==> src/rtl/bk_mem_arbiter.sv <==
`timescale 1ns/1ps
// bk_mem_arbiter: shares one RAM port between video fetch, disk DMA and CPU.
// Fixed priority video > DMA > CPU. The CPU is guaranteed a slot after a run
// of DMA_BURST DMA grants.
// Optional build macro ARB_WAITCNT_EN adds the wait_clr input and the
// cpu_wait_max output (longest CPU wait in cycles, saturating at 255).
//
// state  | meaning
// IDLE   | evaluate requests, latch winner and its access
// ISSUE  | one cycle of mem_we or mem_rd
// RWAIT  | count down read latency, capture mem_dout at zero
// DONE   | one-cycle ack to the winner
module bk_mem_arbiter #(
  parameter int AW        = 25,
  parameter int DW        = 16,
  parameter int RD_LAT    = 2,
  parameter int DMA_BURST = 4
) (
  input  logic          clk_sys,
  input  logic          reset_n,
  input  logic          vid_req,
  input  logic [AW-1:0] vid_addr,
  output logic          vid_ack,
  output logic [DW-1:0] vid_data,
  input  logic          dma_req,
  input  logic          dma_we,
  input  logic [AW-1:0] dma_addr,
  input  logic [DW-1:0] dma_din,
  output logic          dma_ack,
  output logic [DW-1:0] dma_dout,
  input  logic          cpu_req,
  input  logic          cpu_we,
  input  logic [1:0]    cpu_be,
  input  logic [AW-1:0] cpu_addr,
  input  logic [DW-1:0] cpu_din,
  output logic          cpu_ack,
  output logic [DW-1:0] cpu_dout,
  output logic [AW-1:0] mem_addr,
  output logic [DW-1:0] mem_din,
  output logic [1:0]    mem_be,
  output logic          mem_we,
  output logic          mem_rd,
  input  logic [DW-1:0] mem_dout,
  output logic          busy
`ifdef ARB_WAITCNT_EN
  ,
  input  logic          wait_clr,
  output logic [7:0]    cpu_wait_max
`endif
);

  typedef enum logic [1:0] {S_IDLE, S_ISSUE, S_RWAIT, S_DONE} state_e;
  typedef enum logic [1:0] {W_VID, W_DMA, W_CPU} win_e;

  localparam logic [3:0] BURST   = 4'(DMA_BURST);
  localparam logic [2:0] LAT_TOP = 3'(RD_LAT - 1);

  state_e        state_q, state_d;
  win_e          win_q, win_d;
  logic          we_q, we_d;
  logic [AW-1:0] addr_q, addr_d;
  logic [DW-1:0] din_q, din_d;
  logic [1:0]    be_q, be_d;
  logic [2:0]    lat_q, lat_d;
  logic [3:0]    run_q, run_d;
  logic          cap;
  logic [DW-1:0] vid_data_q, dma_dout_q, cpu_dout_q;

  // Next-state, grant selection and DMA run accounting.
  always_comb begin
    state_d = state_q;
    win_d   = win_q;
    we_d    = we_q;
    addr_d  = addr_q;
    din_d   = din_q;
    be_d    = be_q;
    lat_d   = lat_q;
    run_d   = run_q;
    cap     = 1'b0;
    case (state_q)
      S_IDLE: begin
        if (vid_req) begin
          win_d   = W_VID;
          we_d    = 1'b0;
          addr_d  = vid_addr;
          be_d    = 2'b11;
          state_d = S_ISSUE;
          if (!dma_req) run_d = 4'd0;
        end else if (dma_req && !(cpu_req && run_q == BURST)) begin
          win_d   = W_DMA;
          we_d    = dma_we;
          addr_d  = dma_addr;
          be_d    = 2'b11;
          if (dma_we) din_d = dma_din;
          state_d = S_ISSUE;
          run_d   = (run_q >= BURST) ? BURST : run_q + 4'd1;
        end else if (cpu_req) begin
          win_d   = W_CPU;
          we_d    = cpu_we;
          addr_d  = cpu_addr;
          be_d    = cpu_be;
          if (cpu_we) din_d = cpu_din;
          state_d = S_ISSUE;
          run_d   = 4'd0;
        end else begin
          run_d   = 4'd0;
        end
      end
      S_ISSUE: begin
        if (we_q) begin
          state_d = S_DONE;
        end else begin
          state_d = S_RWAIT;
          lat_d   = LAT_TOP;
        end
      end
      S_RWAIT: begin
        if (lat_q == 3'd0) begin
          cap     = 1'b1;
          state_d = S_DONE;
        end else begin
          lat_d   = lat_q - 3'd1;
        end
      end
      default: state_d = S_IDLE;
    endcase
  end

  // State and latched-access registers; address/data/be double as RAM port outputs.
  always_ff @(posedge clk_sys or negedge reset_n) begin
    if (!reset_n) begin
      state_q <= S_IDLE;
      win_q   <= W_VID;
      we_q    <= 1'b0;
      addr_q  <= '0;
      din_q   <= '0;
      be_q    <= 2'b00;
      lat_q   <= 3'd0;
      run_q   <= 4'd0;
    end else begin
      state_q <= state_d;
      win_q   <= win_d;
      we_q    <= we_d;
      addr_q  <= addr_d;
      din_q   <= din_d;
      be_q    <= be_d;
      lat_q   <= lat_d;
      run_q   <= run_d;
    end
  end

  // Read data capture into the winner's hold register.
  always_ff @(posedge clk_sys or negedge reset_n) begin
    if (!reset_n) begin
      vid_data_q <= '0;
      dma_dout_q <= '0;
      cpu_dout_q <= '0;
    end else if (cap) begin
      case (win_q)
        W_VID:   vid_data_q <= mem_dout;
        W_DMA:   dma_dout_q <= mem_dout;
        default: cpu_dout_q <= mem_dout;
      endcase
    end
  end

  assign mem_addr = addr_q;
  assign mem_din  = din_q;
  assign mem_be   = be_q;
  assign mem_we   = (state_q == S_ISSUE) && we_q;
  assign mem_rd   = (state_q == S_ISSUE) && !we_q;
  assign busy     = (state_q != S_IDLE);
  assign vid_ack  = (state_q == S_DONE) && (win_q == W_VID);
  assign dma_ack  = (state_q == S_DONE) && (win_q == W_DMA);
  assign cpu_ack  = (state_q == S_DONE) && (win_q == W_CPU);
  assign vid_data = vid_data_q;
  assign dma_dout = dma_dout_q;
  assign cpu_dout = cpu_dout_q;

`ifdef ARB_WAITCNT_EN
  logic [7:0] wcnt_q, wcnt_d, wmax_q;

  // Current CPU wait length: counts pending cycles, clears on completion.
  always_comb begin
    wcnt_d = wcnt_q;
    if (cpu_ack)
      wcnt_d = 8'd0;
    else if (cpu_req && wcnt_q != 8'hff)
      wcnt_d = wcnt_q + 8'd1;
  end

  // Wait counter and running maximum.
  always_ff @(posedge clk_sys or negedge reset_n) begin
    if (!reset_n) begin
      wcnt_q <= 8'd0;
      wmax_q <= 8'd0;
    end else begin
      wcnt_q <= wcnt_d;
      if (wait_clr)
        wmax_q <= 8'd0;
      else if (wcnt_d > wmax_q)
        wmax_q <= wcnt_d;
    end
  end

  assign cpu_wait_max = wmax_q;
`endif

endmodule

==> config.mk <==
export PLATFORM = sky130hd
export DESIGN_NAME = bk_mem_arbiter
export DESIGN_NICKNAME = d
export VERILOG_FILES = /design/src/rtl/bk_mem_arbiter.sv
export SDC_FILE = /design/constraint.sdc
export NUM_CORES = 1
export LEC_CHECK = 0
export ABC_AREA = 1
export ABC_CLOCK_PERIOD_IN_PS = 3900
export BUFFER_PORTS_ARGS = -buffer_cell sky130_fd_sc_hd__buf_2
export CAP_MARGIN = 5
export CORE_MARGIN = 2
export CORE_UTILIZATION = 51
export DETAILED_ROUTE_END_ITERATION = 10
export GPL_ROUTABILITY_DRIVEN = 0
export PLACE_DENSITY = 0.83
export SLEW_MARGIN = 0
export SYNTH_ARGS = -nofsm -noshare
export SYNTH_HDL_FRONTEND = slang
export SYNTH_SLANG_ARGS = --single-unit
==> constraint.sdc <==
create_clock -name clk_sys -period 3.9 [get_ports clk_sys]
set_input_delay 1.17 -clock clk_sys [delete_from_list [all_inputs] [get_ports clk_sys]]
set_output_delay 1.17 -clock clk_sys [all_outputs]
set_load 0.005 [all_outputs]
==> results of run 1 <==
where the power goes:
part | switching [mW] | internal, mW
logic | 0.999 | 0.769
registers | 0.302 | 1.58
clock network | 0.391 | 0.247
total | 1.69 | 2.59
layout make-up:
class	instances	area, sq um	area share [%]
sequential	103	2580	40.4
multi-input combinational	438	2120	33.2
timing repair buffer	231	1180	18.5
tap	133	166	2.61
inverter	40	155	2.43
clock buffer	9	124	1.94
clock inverter	7	65.1	1.02
synth_stat cells, types with 7 or more instances:
master	instances
a21oi_1	21
buf_2	17
buf_4	9
clkbuf_1	8
dfrtp_1	103
ha_1	9
inv_1	37
nand2_1	208
nand3_1	85
nand4_1	26
nor2_1	26
o21a_1	16
o21ai_0	15
o21ai_1	7
worst min-delay path: stages (launching register included):
cell and delay (ns):
dfrtp_1 0.36, nand2_1 0.05, nand2_1 0.05
metrics by stage:
step           utilization (%)  worst slack, ns  instance area [sq um]
2_1_floorplan                -             1.82                   5080
3_3_place_gp              63.7            0.716                   6200
3_5_place_dp              63.7            0.571                   6200
4_1_cts                   65.6            0.953                   6380
5_1_grt                   65.6            0.715                   6380
6_report                  65.6            0.923                   6380
layout by cell type, fill, tap and decap left out, types with 3 or more instances in the layout:
| master | n |
|---|---|
| a21oi_1 | 21 |
| buf_2 | 227 |
| buf_4 | 3 |
| clkbuf_8 | 9 |
| clkinv_4 | 3 |
| dfrtp_1 | 103 |
| ha_1 | 9 |
| inv_1 | 37 |
| nand2_1 | 208 |
| nand2_2 | 4 |
| nand3_1 | 85 |
| nand4_1 | 26 |
| nor2_1 | 26 |
| nor3_1 | 3 |
| o21a_1 | 16 |
| o21ai_0 | 15 |
| o21ai_1 | 7 |
flip-flops by register name, summed over array words and instances (netlist names):
register and cells:
run_q 4, dma_dout 16, state_q 2, mem_din 16, vid_data 16, mem_be 2, cpu_dout 16, we_q 1
lat_q 3, win_q 2, mem_addr 25
cell families (layout without fill, tap and decap cells):
kind of cell | after synthesis | count (layout) | synth area share, %
buffers and inverters | 79 | 287 | 7.61
DFF | 103 | 103 | 50.7
and+or+nand+nor | 364 | 364 | 32.0
AOI/OAI and AO/OA | 64 | 64 | 7.26
xor gates and xnor gates | 1 | 1 | 0.172
adders and majority gates | 9 | 9 | 2.22
how the worst min path moves through the flow:
stage	startpoint	cells after the start	endpoint
after floorplan	lat_q[1]	2	lat_q[1]
after global placement	vid_data[0]	2	vid_data[0]
after detailed placement	mem_din[7]	2	mem_din[7]
after CTS	mem_addr[22]	2	mem_addr[22]
after global routing	cpu_dout[2]	1	cpu_dout[2]
final	mem_addr[22]	2	mem_addr[22]
layer usage:
metal | vias to the layer above | GRT usage (%) | routed length [um]
li1 | 2426 | - | -
met1 | 2301 | 32.5 | 5600
met2 | 230 | 42.3 | 6630
met3 | 30 | 3.84 | 810
met4 | 0 | 10.2 | 323
met5 | - | 0 | 0
==> results by group, run 1 <==
Final layout
  • Antenna Cells: 0
  • Final nets: 964
  • Filler instances: 844
  • Area delta synth->final: 25.6%
  • Share of cells above drive strength 1: 31.9%
  • Layout Cells excl Fill: 961

Logic synthesis
  • Post-Synthesis Cell Area: 0.00508 sq mm
  • Gate Count Post-Synth: 620
  • Ys async rst share: 100%
  • Post-Syn Nets: 761
  • Post-synth top area share: 50.7%
  • Post-synth EDFFs: 0
  • Sequential element share of the synthesized area: 50.7%
  • Yosys cell types: 33
  • Yosys warnings: 0
  • #FFs+latches synth: 103
  • Top cells by area, synth: dfrtp_1 51%, nand2_1 15%, nand3_1 8.4%
  • Syn_area_per_cell: 8.20 sq um
  • Top_reg_cell synth: dfrtp_1
  • Area leader, netlist: dfrtp_1

STA
  • Final hold violation count: 0
  • Min Tclk post-route: 2.98 ns
  • Hold_ws: 0.491 ns
  • Slew @ Worst Pin: 0.765 ns
  • Clk_skew: 0.0116 ns
  • Slew Limit Headroom: 48.9%
  • Pins Over Slew Limit: 0
  • Setup TNS: 0 ns
  • Final Cycle Share: 76.3%
  • Setup Viol. Count Final: 0
  • RSZ-0062 raised after global routing: no
  • Fmax: 336 MHz

Clocking
  • Post-CTS Setup Bufs: 0
  • Clk Tree Root Cell: clkbuf_8
  • CTS buffer count: 9
  • H-tree Lvls: 3
  • Post-CTS sizing: 0
  • Clock slew at reported path FFs: 0.10 ns
  • Worst-skew pair later-pin latency: 0.36 ns
  • CTS tree: built
  • Cts hold-fix bufs: 0
  • CTS max path bufs: 2
  • Clock sinks: 103

Setup path
  • CP Max Fanout: 56
  • WS Path Type: primary input to flop
  • CP top delay family: buffers and inverters
  • CP Capture Point: mem_din[11]
  • Slowest-stage cell, CP: inv_4
  • R2R Setup Slk: 1.76 ns
  • Worst r2r src: run_q[0]
  • Crit-path cells: buf_2, inv_4, nand3_2, nand2_4, inv_4, nand3_4, nand2_1, nand2_1
  • Max incr delay on CP: 0.42 ns
  • CP startpoint: vid_req
  • Worst path required time: 4.15 ns
  • RR Endpoint: mem_din[11]
  • CP Depth: 8
  • Startpoint types: primary input
  • Worst Path Arrival: 3.23 ns
  • Worst path bufs/invs: 3
  • CP endpoint kind: flop
  • Cells on worst reg2reg path: 11

Route
  • Wire per inst: 13.9 um
  • Routed vias: 4,987
  • First-pass iteration count of the detailed router: 5
  • Remaining DRCs: 0
  • Post-DRT Antenna Nets: 0
  • Number of DRC markers in iteration 0: 299
  • DR vias/cell: 5.19
  • Total Wirelength: 13,400 um

Placement
  • Detailed Place HPWL: 9930 um
  • Port bufs: 228
  • Dpl cells: 945

Global route
  • Largest net degree at the start of global routing: 58
  • Total global routing overflow: 0
  • Gr usage total: 25.1%
  • Initial antenna violation count: 0
  • First-pass GRT wire length: 22,300 um
  • Vias in the first global route: 4,902

Die
  • Initial Util: 52.2%
  • Core area: 0.00973 sq mm
  • Chip height: 104 um
  • IO Count: 229
  • Die ar.: 0.0108 sq mm
  • # rows: 36
  • Die width: 104 um

Hold path
  • HP Class: flop to flop

Flow run
  • MaxCap Viol Count: 0

Power and ir drop
  • P per Cell Area: 671 mW/mm^2
  • Pleak: 3.51 nW
  • Total design power: 4.28 mW
  • Max VDD drop: 0.281 mV

Status
  • Status: finished clean
Note: power is estimated with default switching activity, not from simulation.
==> run 2, diff against run 1 <==
- ABC_AREA: 1 -> 0
- ABC_CLOCK_PERIOD_IN_PS: 3900 -> 2500
- CORE_UTILIZATION: 51 -> 41
- PLACE_DENSITY: 0.83 -> 0.73
- clock period: 3.9 -> 2.5 ns (I/O delays scaled with it)
==> results by group, run 2 <==
Setup path
  • RR Endpoint: mem_addr[3]
  • Worst r2r src: state_q[0]
  • Slowest-stage cell, CP: dfrtp_1
  • Max incr delay on CP: 0.43 ns (about the same)
  • Worst Path Arrival: 1.49 ns (-1.74 ns)
  • CP endpoint kind: primary output
  • R2R Setup Slk: 0.28 ns (-1.48 ns)
  • Most frequent CP cell: inv_1
  • Worst path required time: 1.75 ns (-2.40 ns)
  • CP startpoint: state_q[0]
  • CP Max Fanout: 5 (-91%)
  • Crit-path cells: inv_1, ha_1, buf_4, inv_1, buf_2
  • Startpoint types: flop
  • Cells on worst reg2reg path: 5 (-6)
  • WS Path Type: flop to primary output

Logic synthesis
  • Post-synth top area share: 56.1% (+5.4 points)
  • Yosys warnings: 0 (unchanged)
  • Most common cell in the netlist: dfrtp_1
  • Yosys cell types: 42 (+27%)
  • Post-Syn Nets: 497 (-35%)
  • Gate Count Post-Synth: 356 (-43%)
  • Post-Synthesis Cell Area: 0.00459 sq mm (-9.7%)
  • #FFs+latches synth: 103 (unchanged)
  • Top_reg_cell synth: dfrtp_1
  • Post-synth EDFFs: 0 (unchanged)
  • Top cells by area, synth: dfrtp_1 56%, mux2_2 11%, a221o_1 5.4%
  • Ys async rst share: 100% (unchanged)
  • Syn_area_per_cell: 12.9 sq um (+57%)
  • Area leader, netlist: dfrtp_1
  • Sequential element share of the synthesized area: 56.1% (+5.4 points)
  • Post-synth top cells: 103 x dfrtp_1, 44 x mux2_2, 28 x inv_1, 27 x a22o_1, 25 x a221o_1

STA
  • Setup TNS: 0 ns (unchanged)
  • Slew @ Worst Pin: 1.07 ns (+0.302 ns)
  • Hold_ws: 0.244 ns (-0.247 ns)
  • Fmax: 446 MHz
  • RSZ-0062 raised after global routing: no
  • Pins Over Slew Limit: 0 (unchanged)
  • Final hold violation count: 0 (unchanged)
  • Slew Limit Headroom: 28.9% (-20 points)
  • Clk_skew: 0.00872 ns (-0.00286 ns)
  • Final Cycle Share: 89.7%
  • Setup Viol. Count Final: 0 (unchanged)
  • Min Tclk post-route: 2.24 ns

Die
  • # rows: 38 (+5.6%)
  • Die width: 110 um (+5.8%)
  • Initial Util: 42.2% (-10 points)
  • Core area: 0.0109 sq mm (+12%)
  • IO Count: 229 (unchanged)
  • Die ar.: 0.0121 sq mm (+12%)
  • Chip height: 110 um (+5.8%)

Global route
  • Initial antenna violation count: 2 (+2)
  • Vias in the first global route: 3,605 (-26%)
  • Largest net degree at the start of global routing: 61 (+5.2%)
  • First-pass GRT wire length: 17,900 um (-20%)
  • Gr usage total: 19.2% (-5.9 points)
  • Total global routing overflow: 0 (unchanged)

Clocking
  • Post-CTS Setup Bufs: 0 (unchanged)
  • CTS tree: built
  • CTS max path bufs: 2 (unchanged)
  • CTS buffer count: 9 (unchanged)
  • Cts hold-fix bufs: 0 (unchanged)
  • Post-CTS sizing: 0 (unchanged)
  • Clock sinks: 103 (unchanged)
  • Worst-skew pair later-pin latency: 0.37 ns (about the same)
  • Clk Tree Root Cell: clkbuf_8
  • H-tree Lvls: 3 (unchanged)
  • Clock slew at reported path FFs: 0.10 ns (about the same)

Route
  • Post-DRT Antenna Nets: 0 (unchanged)
  • Remaining DRCs: 0 (unchanged)
  • Wire per inst: 16.1 um (+16%)
  • Routed vias: 3,759 (-25%)
  • First-pass iteration count of the detailed router: 7 (+2)
  • Total Wirelength: 11,800 um (-12%)
  • DR vias/cell: 5.14 (-0.91%)
  • Number of DRC markers in iteration 0: 273 (-8.7%)

Power and ir drop
  • P per Cell Area: 1140 mW/mm^2 (+69%)
  • Max VDD drop: 0.503 mV (+79%)
  • Pleak: 3.13 nW (-11%)

Final layout
  • Share of cells above drive strength 1: 53.5% (+22 points)
  • Filler instances: 936 (+11%)
  • Multi-input logic area: 0.00176 sq mm (-17%)
  • Area delta synth->final: 32.1%
  • Most frequent cells in the layout: 227 x buf_2, 103 x dfrtp_1, 44 x mux2_2
  • Largest register FFs: 25 (unchanged)
  • Register area: 0.00258 sq mm (unchanged)
  • Most common cell after layout, fill and taps aside: buf_2
  • Final nets: 725 (-25%)

Placement
  • Port bufs: 228 (unchanged)
  • Detailed Place HPWL: 8820 um (-11%)

Status
  • Status: finished clean

Hold path
  • HP Class: primary input to async pin

Flow run
  • MaxCap Viol Count: 0 (unchanged)
-- run 2: through the flow --
| step | cells | instance area, sq um | setup WS, ns | utilization, % | power [mW] |
|---|---|---|---|---|---|
| after floorplan | 356 | 4590 | 0.619 | - | 4.58 |
| after global placement | 713 | 5860 | 0.123 | 53.8 | 5.75 |
| after detailed placement | 713 | 5860 | 0.0679 | 53.8 | 5.88 |
| after CTS | 729 | 6060 | 0.226 | 55.7 | 6.97 |
| after global routing | 730 | 6060 | 0.105 | 55.7 | 7.47 |
| final | 731 | 6060 | 0.257 | 55.7 | 6.89 |
-- run 2: worst max-delay path by stage --
stage	slack, ns	end
floorplan	0.62	mem_addr[10]
global placement	0.12	mem_addr[0]
detailed placement	0.07	mem_addr[19]
CTS	0.23	busy
global route	0.10	mem_addr[3]
finish	0.26	busy
-- run 2: logic make-up after synthesis --
kind of cell | after synthesis | synth area share [%]
compound gates | 107 | 18.5
mux | 48 | 11.8
simple gates | 39 | 5.29
buf+inv | 50 | 5.83
fa+ha+maj | 9 | 2.45
flops | 103 | 56.1
-- run 2: layer usage --
layer  part of all wire (%)  vias to the layer above  global-route usage (%)
met5                      0                        -                       0
met4                    1.0                        0                    6.06
met3                    8.7                       11                    4.74
met2                     46                      159                    30.0
met1                     44                     1817                    26.3
li1                       -                     1772                       -
-- run 2: report_power, final --
| group | switching, mW | internal (mW) | leakage [nW] | total, mW |
|---|---|---|---|---|
| logic | 1.29 | 1.59 | 1.81 | 2.87 |
| registers | 0.467 | 2.48 | 1.22 | 2.94 |
| clock network | 0.596 | 0.475 | 0.0982 | 1.07 |
-- run 2: critical path: cells and delay by family (launching register included) --
kind                       cells  cell delay (ns)
buffers and inverters          4             0.46
adders and majority gates      1             0.24
DFF                            1             0.43
-- run 2: final cells by class --
cell class	count	area share, %
antenna	2	0.0825
clock buffer	9	2.04
clock inverter	7	1.30
inverter	28	1.73
multi-input combinational	203	29.0
sequential	103	42.5
tap	140	2.89
timing repair buffer	239	20.4
